--- config.mk ---
export PLATFORM = sky130hd
export DESIGN_NAME = rf_wb_arbiter
export DESIGN_NICKNAME = d
export VERILOG_FILES = /design/src/rtl/rf_wb_arbiter.sv
export SDC_FILE = /design/constraint.sdc
export NUM_CORES = 1
export LEC_CHECK = 0
export CELL_PAD_IN_SITES_DETAIL_PLACEMENT = 0
export CELL_PAD_IN_SITES_GLOBAL_PLACEMENT = 1
export CORE_ASPECT_RATIO = 0.75
export CORE_MARGIN = 2
export CORE_UTILIZATION = 39
export DETAILED_ROUTE_END_ITERATION = 10
export PLACE_DENSITY = 0.85
export SLEW_MARGIN = 10
export SYNTH_ARGS = -nofsm -noshare
export SYNTH_HDL_FRONTEND = slang
export SYNTH_SLANG_ARGS = --single-unit
--- constraint.sdc ---
create_clock -name clk -period 8.8 [get_ports clk]
set_input_delay 2.64 -clock clk [delete_from_list [all_inputs] [get_ports clk]]
set_output_delay 2.64 -clock clk [all_outputs]
set_load 0.01 [all_outputs]
--- src/rtl/rf_wb_arbiter.sv ---
// rf_wb_arbiter: shares the register file's single write port between the
// in-order writeback stage (primary, never back-pressured) and the
// long-latency execution unit (secondary), which is buffered in a small FIFO.
//
// Ports:
//   clk, reset                      clock; asynchronous active-high reset
//   pri_valid/addr/data/pc          primary write request (x0 ignored)
//   sec_valid/ready/addr/data/pc    secondary result handshake into the FIFO
//   sb_set_valid/addr               issue of a secondary-unit op (pending bit)
//   chk_addr1/2 -> chk_busy1/2      source hazard lookup for the issue stage
//   stall_req                       head starved too long; pipeline must idle
//   rf_we/waddr/wdata/pc            register file write port plus trace PC
//
// Configuration macro: RF_WB_SCOREBOARD_EN
//   defined   - pending bitmap built; chk_busy* follow it.
//   undefined - no bitmap, chk_busy* tied 0; a primary write to index X
//               squashes queued entries for X (the primary is younger).
module rf_wb_arbiter #(
  parameter int REG_IDX_WIDTH = 5,
  parameter int WORD_LEN      = 32,
  parameter int ADDR_SIZE     = 32,
  parameter int FIFO_DEPTH    = 2,
  parameter int STARVE_LIMIT  = 4
) (
  input  logic                     clk,
  input  logic                     reset,
  input  logic                     pri_valid,
  input  logic [REG_IDX_WIDTH-1:0] pri_addr,
  input  logic [WORD_LEN-1:0]      pri_data,
  input  logic [ADDR_SIZE-1:0]     pri_pc,
  input  logic                     sec_valid,
  output logic                     sec_ready,
  input  logic [REG_IDX_WIDTH-1:0] sec_addr,
  input  logic [WORD_LEN-1:0]      sec_data,
  input  logic [ADDR_SIZE-1:0]     sec_pc,
  input  logic                     sb_set_valid,
  input  logic [REG_IDX_WIDTH-1:0] sb_set_addr,
  input  logic [REG_IDX_WIDTH-1:0] chk_addr1,
  input  logic [REG_IDX_WIDTH-1:0] chk_addr2,
  output logic                     chk_busy1,
  output logic                     chk_busy2,
  output logic                     stall_req,
  output logic                     rf_we,
  output logic [REG_IDX_WIDTH-1:0] rf_waddr,
  output logic [WORD_LEN-1:0]      rf_wdata,
  output logic [ADDR_SIZE-1:0]     rf_pc
);

  localparam int PTR_W = (FIFO_DEPTH > 1) ? $clog2(FIFO_DEPTH) : 1;
  localparam int CNT_W = PTR_W + 1;

  // FIFO storage: payload carries no reset, occupancy lives in count/pointers.
  logic [REG_IDX_WIDTH-1:0] ent_addr_q [FIFO_DEPTH];
  logic [WORD_LEN-1:0]      ent_data_q [FIFO_DEPTH];
  logic [ADDR_SIZE-1:0]     ent_pc_q   [FIFO_DEPTH];
  // Per-entry live bit; a squashed entry still pops but without rf_we.
  logic [FIFO_DEPTH-1:0]    ent_vld_q, ent_vld_d;
  logic [FIFO_DEPTH-1:0]    squash;

  logic [PTR_W-1:0] wr_ptr_q, wr_ptr_d;
  logic [PTR_W-1:0] rd_ptr_q, rd_ptr_d;
  logic [CNT_W-1:0] count_q, count_d;
  logic [3:0]       count_blk_q, count_blk_d;
  logic             stall_q, stall_d;

  logic pri_eff;
  logic fifo_empty;
  logic fifo_full;
  logic push;
  logic pop;

  assign pri_eff    = pri_valid && (pri_addr != '0);
  assign fifo_empty = (count_q == '0);
  assign fifo_full  = (count_q == CNT_W'(FIFO_DEPTH));
  // Ready depends only on registered occupancy: a full FIFO refuses input
  // even in a cycle where it drains.
  assign sec_ready  = !fifo_full;
  // x0 results complete the handshake but are dropped.
  assign push       = sec_valid && !fifo_full && (sec_addr != '0);
  assign pop        = !pri_eff && !fifo_empty;
  assign stall_req  = stall_q;

  // Write-port mux: effective primary first, else the FIFO head.
  always_comb begin
    rf_we    = 1'b0;
    rf_waddr = '0;
    rf_wdata = '0;
    rf_pc    = '0;
    if (pri_eff) begin
      rf_we    = 1'b1;
      rf_waddr = pri_addr;
      rf_wdata = pri_data;
      rf_pc    = pri_pc;
    end else if (!fifo_empty) begin
      rf_we    = ent_vld_q[rd_ptr_q];
      rf_waddr = ent_addr_q[rd_ptr_q];
      rf_wdata = ent_data_q[rd_ptr_q];
      rf_pc    = ent_pc_q[rd_ptr_q];
    end
  end

  always_ff @(posedge clk) begin
    if (push) begin
      ent_addr_q[wr_ptr_q] <= sec_addr;
      ent_data_q[wr_ptr_q] <= sec_data;
      ent_pc_q[wr_ptr_q]   <= sec_pc;
    end
  end

  // Squash and live-bit update, one slice per entry. A freshly pushed slot is
  // never occupied, so push and squash cannot collide on the same entry.
  genvar gi;
  generate
    for (gi = 0; gi < FIFO_DEPTH; gi++) begin : g_ent
`ifdef RF_WB_SCOREBOARD_EN
      // Issue prevents WAW against queued entries; nothing to squash.
      assign squash[gi] = 1'b0;
`else
      assign squash[gi] = pri_eff && (ent_addr_q[gi] == pri_addr);
`endif
      assign ent_vld_d[gi] = (push && (wr_ptr_q == PTR_W'(gi))) ? 1'b1 :
                             squash[gi] ? 1'b0 : ent_vld_q[gi];
    end
  endgenerate

  always_comb begin
    wr_ptr_d = push ? wr_ptr_q + PTR_W'(1) : wr_ptr_q;
    rd_ptr_d = pop  ? rd_ptr_q + PTR_W'(1) : rd_ptr_q;
    count_d  = count_q;
    case ({push, pop})
      2'b10:   count_d = count_q + CNT_W'(1);
      2'b01:   count_d = count_q - CNT_W'(1);
      default: count_d = count_q;
    endcase
  end

  // Starvation: count cycles the head loses to an effective primary.
  always_comb begin
    count_blk_d = count_blk_q;
    if (pop || fifo_empty) begin
      count_blk_d = 4'd0;
    end else if (pri_eff && (count_blk_q != 4'hF)) begin
      count_blk_d = count_blk_q + 4'd1;
    end
    // Registered from the next count so stall rises the cycle after the
    // limit is reached and drops the cycle after the draining pop.
    stall_d = (count_blk_d >= 4'(STARVE_LIMIT));
  end

  always_ff @(posedge clk or posedge reset) begin
    if (reset) begin
      wr_ptr_q    <= '0;
      rd_ptr_q    <= '0;
      count_q     <= '0;
      ent_vld_q   <= '0;
      count_blk_q <= 4'd0;
      stall_q     <= 1'b0;
    end else begin
      wr_ptr_q    <= wr_ptr_d;
      rd_ptr_q    <= rd_ptr_d;
      count_q     <= count_d;
      ent_vld_q   <= ent_vld_d;
      count_blk_q <= count_blk_d;
      stall_q     <= stall_d;
    end
  end

`ifdef RF_WB_SCOREBOARD_EN
  localparam int NREGS = 1 << REG_IDX_WIDTH;
  logic [NREGS-1:0] pend_q, pend_d;

  // Clear on the head's pop, then set; same-index set wins.
  always_comb begin
    pend_d = pend_q;
    if (pop) begin
      pend_d[ent_addr_q[rd_ptr_q]] = 1'b0;
    end
    if (sb_set_valid && (sb_set_addr != '0)) begin
      pend_d[sb_set_addr] = 1'b1;
    end
  end

  always_ff @(posedge clk or posedge reset) begin
    if (reset) begin
      pend_q <= '0;
    end else begin
      pend_q <= pend_d;
    end
  end

  assign chk_busy1 = pend_q[chk_addr1];
  assign chk_busy2 = pend_q[chk_addr2];
`else
  logic unused_sb;
  assign unused_sb = ^{sb_set_valid, sb_set_addr, chk_addr1, chk_addr2};
  assign chk_busy1 = 1'b0;
  assign chk_busy2 = 1'b0;
`endif

endmodule

==> summary.md <==
| Metric | Value |
|---|---|
| First-pass detailed-route iteration total | 4 |
| Fin Hold WS | 0.482 ns |
| Ant. Diodes | 0 |
| Power per cell area | 279 mW/mm^2 |
| Crit share post-route | 91.6% |
| Setup violators final | 0 |
| Relative slew slack | 30.9% |
| IO Pins | 232 |
| Clock-pin transition on the worst setup and hold timing paths | 0.06 ns |
| Slowest Stage Delay on Critical Path | roughly 0.60 ns |
| Hold Buf Count CTS | 0 |
| Post-route ant nets | 0 |
| Number of max-cap violations | 0 |
| H-tree depth | 4 |
| DRC | 0 |
| Clock buffer depth | 2 |
| Via density per instance | slightly below 5 |
| Vias in the first global route | 4223 |
| Slew @ Worst Pin | 1.03 ns |
| Wire length of the first global-routing pass | 21.9 mm |
| Setup CP Type | input port to output pin |
| Sequential fraction of the synthesis area | 67.6% |
| Pin count of the biggest net entering global routing | 73 |
| Dpl hpwl | 9.77 mm |
| Unrepaired setup endpoints after global routing | false |
| Synth top area share | 63.4% |
| Min-delay worst type | flop to flop |
| Final setup TNS | 0 ns |
| Skew final | 0.00574 ns |
| Routed WL | 14.5 mm |
| Post-layout nets | just over 800 |
| Vias | 4318 |
| CTS sink cnt | 149 |
| Syn avg cell area | 14.7 sq um |
| Largest area contributor in the netlist | edfxtp_1 |
| GPL Wtd Cong | 0.750 |
| Clock root cell | clkbuf_16 |
| Initial DRC count | 281 |
| Ys flop type | edfxtp_1 |
| Netlist cell types | 33 |
| Synthesized area | 0.00654 sq mm |
| Resized Gates After CTS | 0 |
| CP cell instances | clkdlybuf4s50_1, or4_1, o21a_4, buf_4, o31ai_1, clkdlybuf4s50_1 |
| Crit path DAT | around 5.4 ns |
| Outcome | finished, final reports clean |
| Share of layout cells above drive strength 1 | 6.17% |
| Flop and latch count out of synthesis | 149 |
| Critical Path RT | 6.16 ns |
| Core Footprint | 0.0162 sq mm |
| P&R area growth vs syn | 43.2% |
| Mapped Cells | 444 |
| Initial core utilization | 40.3% |
| Count of flip-flops with a built-in enable after synthesis | 138 |
| Die W | 154 um |
| CP Capture Type | output pin |
| Async SR Flop Fraction | 7.38% |
| Die area | 0.0178 sq mm |
| Congestion Overflow GR | 0 |
| Tmin final | between 8 and 9 ns |
| Highest clock rate | between 100 and 150 MHz |
| Clk Latency, worst-skew pair | 0.42 ns |
| Largest cells by area after synthesis | edfxtp_1, mux2i_1, o31ai_1 |
| Die Span Y | approximately 120 um |
| Num CTS Buffers | 17 |
| Top cell by count, worst path | clkdlybuf4s50_1 |
| Pins Over Slew Limit | 0 |
| Worst IR drop on VDD | around 0.00016 V |
| Initial antenna violation count | 0 |
| Setup Buffers After CTS | 0 |
| Final hold vios | 0 |
| Port Buffer Count | 213 |
| Critical path launch point type | input port |
| CTS tree | done |
| GRT Overall Usage | 16.2% |
| Master of the slowest instance on the critical path | clkdlybuf4s50_1 |
| Crit Path Max Fanout | 72 |
| Leak | 3.43 nW |
| WL/cell | 16.6 um |
| Row count | 40 |
| Synth warn | 0 |
[kinds of logic after synthesis]
group                      after synthesis  synth area share [%]
DFF                                    149                  67.6
and+or+nand+nor                         91                  5.63
AOI/OAI and AO/OA                       79                  8.94
muxes                                   71                  10.9
buffers and inverters                   35                  4.40
xor gates and xnor gates                16                  2.14
adders and majority gates                2                 0.383
other                                    1                0.0574
[synthesized netlist by cell type (3+ instances only)]
cell type and instances:
dfrtp_1 11, xnor2_1 9, clkbuf_8 14, nand2_1 70
nor2_1 10, xor2_1 7, edfxtp_1 138, clkbuf_1 13
inv_1 3, o31ai_1 67, mux2i_1 71, nor3_1 3
[routing by layer]
layer | part of all wire, % | track usage (%) | vias to the layer above
met5 | 0 | 0 | -
met4 | 1.3 | 5.50 | 0
met3 | 7.4 | 6.31 | 18
met2 | 49 | 27.1 | 143
met1 | 42 | 19.5 | 2048
li1 | - | - | 2109
[critical path, delay by kind of cell]
| kind | cells | cell delay [ns] |
|---|---|---|
| AO/OA/AOI/OAI | 2 | 0.75 |
| buffers and inverters | 3 | 1.42 |
| AND/OR/NAND/NOR | 1 | 0.57 |
[layout by cell type (no fill, tap or decap), drive strengths merged, types with 3 or more instances in the layout]
cell type / n
o31ai: 67
clkbuf: 19
xor2: 7
nor3: 3
edfxtp: 138
dfrtp: 11
clkinv: 8
clkdlybuf4s50: 213
nand2: 70
nor2: 10
buf: 6
mux2i: 71
o21ai: 3
bufinv: 4
xnor2: 9
inv: 4
[area by class of cell]
cell class                      instances  area, sq um
Inverter                                3         11.3
Clock inverter                         13          181
Clock buffer                           19          433
Multi-Input combinational cell        261         1870
Timing Repair Buffer                  219         2190
Sequential cell                       149         4420
Tap cell                              210          263
Fill cell                            1326         6850
[metrics by stage]
stage               area [sq um]  instances  setup slack, ns  utilization, %  power [mW]
floorplan                   6540        445             2.16               -        1.52
detailed placement          8750        842            0.766            54.0        1.89
global placement            8750        842            0.839            54.0        1.87
finish                      9370        874            0.743            57.8        2.61
global route                9370        874            0.624            57.8        2.75
CTS                         9370        874            0.771            57.8        2.64
[where the power goes]
group / switching [mW] / total [mW] / leakage [nW] / internal, mW
combinational: 0.411 / 0.812 / 1.72 / 0.402
clock: 0.276 / 0.750 / 0.300 / 0.473
sequential: 0.0874 / 1.05 / 1.41 / 0.963
[state kept, by name, indices dropped and copies added, names as in the netlist]
register     count
ent_data_q      64
ent_pc_q        64
rd_ptr_q         1
ent_vld_q        2
wr_ptr_q         1
count_q          2
stall_req        1
ent_addr_q      10
count_blk_q      4
[worst paths after layout]
kind	startpoint	depth (start not counted)	end	slack (ns)
worst max register to register	count_q[0]	4	ent_data_q[0][16]	5.94
min in group asynchronous	reset	2	stall_req	2.52
worst min-delay path	ent_vld_q[1]	1	ent_vld_q[1]	0.48
max in group asynchronous	reset	2	rd_ptr_q	5.91
worst min register to register	ent_vld_q[1]	1	ent_vld_q[1]	0.48
worst max-delay path	pri_addr[4]	6	rf_wdata[26]	0.74
Note: power is estimated with default switching activity, not from simulation.
